--- config.mk ---
export PLATFORM = sky130hd
export DESIGN_NAME = radio_en_sequencer
export DESIGN_NICKNAME = d
export VERILOG_FILES = /design/src/rtl/radio_seq_pkg.sv /design/src/rtl/rs_downcounter.sv /design/src/rtl/radio_en_sequencer.sv
export SDC_FILE = /design/constraint.sdc
export NUM_CORES = 1
export LEC_CHECK = 0
export ABC_AREA = 1
export CORE_MARGIN = 2
export CORE_UTILIZATION = 52
export DETAILED_ROUTE_END_ITERATION = 8
export PLACE_DENSITY = 0.85
export RECOVER_POWER = 50
export SYNTH_ARGS = -nofsm -noshare
export SYNTH_HDL_FRONTEND = slang
export SYNTH_SLANG_ARGS = --single-unit
--- constraint.sdc ---
create_clock -name ck -period 1.3 [get_ports ck]
set_input_delay 0.13 -clock ck [delete_from_list [all_inputs] [get_ports ck]]
set_output_delay 0.13 -clock ck [all_outputs]
set_load 0.01 [all_outputs]
--- src/rtl/radio_seq_pkg.sv ---
// Shared types and constants for the radio enable sequencer.
// Holds the FSM state encoding, default cycle counts and counter sizing.
package radio_seq_pkg;

  typedef enum logic [1:0] {
    IDLE      = 2'd0,
    WARMUP    = 2'd1,
    ACTIVE    = 2'd2,
    TURN_RAMP = 2'd3
  } seq_state_t;

  localparam int unsigned DEF_WARMUP_CYCLES   = 4;
  localparam int unsigned DEF_TURN_CYCLES     = 2;
  localparam int unsigned DEF_RAMPDOWN_CYCLES = 3;

  // Bits needed to hold the largest of the three phase lengths.
  function automatic int unsigned cnt_width(input int unsigned a,
                                            input int unsigned b,
                                            input int unsigned c);
    int unsigned m;
    m = a;
    if (b > m) m = b;
    if (c > m) m = c;
    return unsigned'($clog2(m + 1));
  endfunction

endpackage

--- src/rtl/rs_downcounter.sv ---
// Loadable down-counter that saturates at zero; times the sequencer phases.
module rs_downcounter #(
  parameter int unsigned CNT_W = 3
) (
  input  logic             ck,
  input  logic             arst,
  input  logic             load_i,
  input  logic [CNT_W-1:0] load_val_i,
  input  logic             dec_i,
  output logic             zero_c_o
);

  logic [CNT_W-1:0] cnt_q;

  always_ff @(posedge ck) begin
    if (arst) begin
      cnt_q <= '0;
    end else if (load_i) begin
      cnt_q <= load_val_i;
    end else if (dec_i && (cnt_q != '0)) begin
      cnt_q <= cnt_q - CNT_W'(1);
    end
  end

  assign zero_c_o = (cnt_q == '0);

endmodule

--- src/rtl/radio_en_sequencer.sv ---
// Second sync stage plus warm-up / active / turnaround / ramp-down sequencer
// producing registered radio front-end enables and timing-engine status.
module radio_en_sequencer
  import radio_seq_pkg::*;
#(
  parameter int unsigned WARMUP_CYCLES   = DEF_WARMUP_CYCLES,
  parameter int unsigned TURN_CYCLES     = DEF_TURN_CYCLES,
  parameter int unsigned RAMPDOWN_CYCLES = DEF_RAMPDOWN_CYCLES,
  parameter int unsigned CNT_W = cnt_width(WARMUP_CYCLES, TURN_CYCLES, RAMPDOWN_CYCLES)
) (
  input  logic       ck,
  input  logic       arst,
  input  logic       radioEnable1,
  input  logic       radioRxEn1,
  output logic       radioOn,
  output logic       rxActive,
  output logic       txActive,
  output logic       warmupDone,
  output logic [1:0] seqState
);

  localparam logic [CNT_W-1:0] WARM_LOAD = CNT_W'(WARMUP_CYCLES - 1);
  localparam logic [CNT_W-1:0] TURN_LOAD = CNT_W'(TURN_CYCLES - 1);
  localparam logic [CNT_W-1:0] RAMP_LOAD = CNT_W'(RAMPDOWN_CYCLES - 1);

  seq_state_t       state_q, state_d;
  logic             ramp_q, ramp_d;
  logic             mode_q, mode_d;
  logic             en2_q, rx2_q;
  logic             on_q, on_d;
  logic             rx_q, rx_d;
  logic             tx_q, tx_d;
  logic             done_q, done_d;
  logic             cnt_load, cnt_dec, cnt_zero;
  logic [CNT_W-1:0] cnt_val;

  rs_downcounter #(.CNT_W(CNT_W)) u_cnt (
    .ck         (ck),
    .arst       (arst),
    .load_i     (cnt_load),
    .load_val_i (cnt_val),
    .dec_i      (cnt_dec),
    .zero_c_o   (cnt_zero)
  );

  // Second synchroniser stage and FSM/output registers.
  always_ff @(posedge ck) begin
    if (arst) begin
      en2_q   <= 1'b0;
      rx2_q   <= 1'b0;
      state_q <= IDLE;
      ramp_q  <= 1'b0;
      mode_q  <= 1'b0;
      on_q    <= 1'b0;
      rx_q    <= 1'b0;
      tx_q    <= 1'b0;
      done_q  <= 1'b0;
    end else begin
      en2_q   <= radioEnable1;
      rx2_q   <= radioRxEn1;
      state_q <= state_d;
      ramp_q  <= ramp_d;
      mode_q  <= mode_d;
      on_q    <= on_d;
      rx_q    <= rx_d;
      tx_q    <= tx_d;
      done_q  <= done_d;
    end
  end

  // Next-state logic; outputs are decoded from the next state.
  always_comb begin
    state_d  = state_q;
    ramp_d   = ramp_q;
    mode_d   = mode_q;
    cnt_load = 1'b0;
    cnt_val  = '0;
    cnt_dec  = 1'b0;
    done_d   = 1'b0;

    unique case (state_q)
      IDLE: begin
        if (en2_q) begin
          state_d  = WARMUP;
          cnt_load = 1'b1;
          cnt_val  = WARM_LOAD;
          mode_d   = rx2_q;
        end
      end
      WARMUP: begin
        if (!en2_q) begin
          state_d  = TURN_RAMP;
          ramp_d   = 1'b1;
          cnt_load = 1'b1;
          cnt_val  = RAMP_LOAD;
        end else if (!cnt_zero) begin
          cnt_dec = 1'b1;
          mode_d  = rx2_q;
        end else begin
          state_d = ACTIVE;
          mode_d  = rx2_q;
          done_d  = 1'b1;
        end
      end
      ACTIVE: begin
        if (!en2_q) begin
          state_d  = TURN_RAMP;
          ramp_d   = 1'b1;
          cnt_load = 1'b1;
          cnt_val  = RAMP_LOAD;
        end else if (rx2_q != mode_q) begin
          state_d  = TURN_RAMP;
          ramp_d   = 1'b0;
          cnt_load = 1'b1;
          cnt_val  = TURN_LOAD;
        end
      end
      TURN_RAMP: begin
        if (ramp_q) begin
          // Ramp-down always runs to completion; enable is ignored here.
          if (cnt_zero) begin
            state_d = IDLE;
            ramp_d  = 1'b0;
          end else begin
            cnt_dec = 1'b1;
          end
        end else if (!en2_q) begin
          ramp_d   = 1'b1;
          cnt_load = 1'b1;
          cnt_val  = RAMP_LOAD;
        end else if (cnt_zero) begin
          state_d = ACTIVE;
          mode_d  = rx2_q;
          done_d  = 1'b1;
        end else begin
          cnt_dec = 1'b1;
        end
      end
      default: state_d = IDLE;
    endcase

    on_d = (state_d != IDLE);
    rx_d = (state_d == ACTIVE) && mode_d;
    tx_d = (state_d == ACTIVE) && !mode_d;
  end

  assign radioOn    = on_q;
  assign rxActive   = rx_q;
  assign txActive   = tx_q;
  assign warmupDone = done_q;
  assign seqState   = state_q;

  a_enables_exclusive: assert property (@(posedge ck) !(rx_q && tx_q));

endmodule

==> results.txt <==
Post-synth EDFFs - 0
Starting DRT DRC Count - 26
Clock Skew - 0.000712 ns
Req. time, crit path - 1.17 ns
Worst R2R Setup Slack - 0.08 ns
ys async rst share - 0%
die span in x - 42.0 um
Final ANT Viol Nets - 0
flops & latches, synth - 13
final max-slew violation count - 0
CP Depth - 1
Crit Path Class - reg2out
Reg2Reg Depth - 8
core area - 0.00132 sq mm
CTS sink cnt - 13
Fill cells - 105
DRC errors left - 0
Multi-input gate area - 432 sq um
final hold vios - 0
Mapped Cells - 108
fmax - 794 MHz
IO buf count - 9
initial antenna violation count - 0
DRT Pass-1 Iters - 6
fin crit period - 1.26 ns
Buf+Inv Stages, Crit Path - 1
area leader, netlist - dfxtp_1
post-route setup slack - 0.0401 ns
Area Overhead vs Synth - 25.5%
Mean Syn Cell Area - 6.94 sq um
placed insts - 135
syn nets - 114
first-pass GRT wire length - 2.79 mm
crit path max fanout - 1
Num CTS Buffers - 3
Initial Util - 56.9%
register area share after synthesis - 34.7%
VDD IR max - 0.000981 V
Layout Cells excl Fill - 140
Worst Setup Start Kind - register
CP endpoint kind - output port
Period Utilization, post-route - 96.9%
RePlAce Congestion - 0.876
Top-Level Pins - 10
largest net degree at the start of global routing - 8
die area - 0.00176 sq mm
vias in the first global route - 682
Hold Path Cell Cnt - 3
H-Tree Depth - 1
gr usage total - 20.9%
cells along the critical path - clkdlybuf4s50_1
Synth top area share - 34.7%
CTS root buf - clkbuf_4
Power Total - 0.00134 W
outcome - completed
hold buffer count at cts - 0
crit-path max cell delay - 0.53 ns
n_diodes - 0
Worst Hold Class - in2reg
CTS Buffer Depth - 2
count leader, synth - nand2_1
Yosys cell types - 20
Yosys Warn Count - 0
pre-CTS WS - -0.102 ns
Routed WL - 1.66 mm
Nets - 132
via count - 733
TritonCTS clock tree - built
worst-case headroom to the max-slew limit - 84.8%
R2R Path Start - u_cnt.cnt_q[0]
Reg area - 268 sq um
most frequently used flop master after synthesis - dfxtp_1
end point of the critical path - radioOn
measured slew at the worst slew-check pin - 0.228 ns
worst r2r dst - txActive
power density over cell area - 1430 mW/mm^2
via/cell ratio - 5.24
critical path arrival - 1.13 ns
Chip Height - 42.0 um
P_leak - 0.437 nW
synth top area cells - dfxtp_1 (35%), nand2_1 (14%), nor2_1 (7.5%)
Final setup violation count - 0
final instance area - 941 sq um
Commonest cells post-synth - nand2_1 (28), nor2_1 (15), inv_1 (14)
max-cap violation count - 0
DP Wirelength - 1.27 mm
share of cells above drive strength 1 - 29.6%
per-cell routed wire length - 11.8 um
Rows - 13
area post-placement - 873 sq um
Clock Pin Slew Worst Setup and Hold Paths - 0.08 ns
critical path's top delay family - buffers and inverters
Setup crit start - radioOn
Crit-path slowest cell - clkdlybuf4s50_1
Clock Latency Late Sink - 0.28 ns
grt ovf - 0
Post-Syn Area - 749 sq um
kinds of logic after synthesis:
| kind of cell | Yosys count | share of synthesized area [%] |
|---|---|---|
| AOI/OAI and AO/OA | 5 | 4.01 |
| adders and majority gates | 2 | 3.34 |
| buffers and inverters | 20 | 12.0 |
| DFF | 13 | 34.7 |
| and+or+nand+nor | 68 | 45.9 |
area by class of cell:
type	count	area share (%)
clock buffer	4	2.79
inverter	18	7.18
multi-input combinational	75	45.9
sequential	13	28.5
tap	15	1.99
timing repair buffer	15	13.7
metrics by stage:
stage	TNS (ns)	hold slack (ns)	util, %
4_1_cts	0	0.367	70.0
5_1_grt	-0.0119	0.361	71.4
3_5_place_dp	-0.283	0.543	66.3
6_report	0	0.364	71.4
2_1_floorplan	0	0.197	-
3_3_place_gp	0	0.533	66.3
metal layers:
| layer | global-route usage (%) | wire (um) | vias to the layer above |
|---|---|---|---|
| li1 | - | - | 366 |
| met1 | 23.9 | 746 | 342 |
| met2 | 35.0 | 800 | 20 |
| met3 | 7.83 | 75 | 5 |
| met4 | 7.74 | 36 | 0 |
| met5 | 0 | 0 | - |
worst reg2reg max path, delay by kind of cell, from the launching register on:
kind	cells	cell delay [ns]
AND/OR/NAND/NOR	4	0.48
flip-flops	1	0.33
adder cells (fa/ha/maj)	1	0.14
buffers and inverters	2	0.12
AO/OA/AOI/OAI	1	0.09
layout by cell type (no fill, tap or decap), drive strengths merged:
cell,netlist,layout
buf,2,5
nand3,9,9
dfxtp,13,13
nor3,4,4
nand4,1,1
clkbuf,0,5
nand3b,2,2
clkdlybuf4s25,0,1
a21oi,1,1
ha,2,2
nor2,21,21
dlygate4sd2,0,2
o211ai,1,1
clkdlybuf4s50,0,5
inv,18,18
dlygate4sd3,0,1
o21ai,2,2
a211oi,1,1
nand2,31,31
what timing repair did:
action	4_1_cts	5_1_grt
setup buffers	1	0
setup endpoints to repair	10	10
gates resized for setup	9	8
pin swaps	1	2
worst min-delay path by stage:
stage	start	endpoint
floorplan	arst	u_cnt.cnt_q[0]
global placement	u_cnt.cnt_q[2]	u_cnt.cnt_q[2]
detailed placement	u_cnt.cnt_q[2]	u_cnt.cnt_q[2]
CTS	radioRxEn1	rx2_q
global route	radioRxEn1	rx2_q
finish	radioEnable1	en2_q
state kept, by name (all words and copies together) (netlist names):
register and cells:
seqState 2, u_cnt.cnt_q 3, en2_q 1, ramp_q 1
rxActive 1, radioOn 1, rx2_q 1, warmupDone 1
txActive 1, mode_q 1
power breakdown:
| part | leakage, nW | switching, W | internal (W) |
|---|---|---|---|
| sequential | 0.109 | 0.0000583 | 0.000464 |
| combinational | 0.314 | 0.000332 | 0.000235 |
| clock | 0.0150 | 0.000134 | 0.000119 |
| total | 0.437 | 0.000524 | 0.000819 |
No activity file was read; power rests on OpenSTA's default activity.
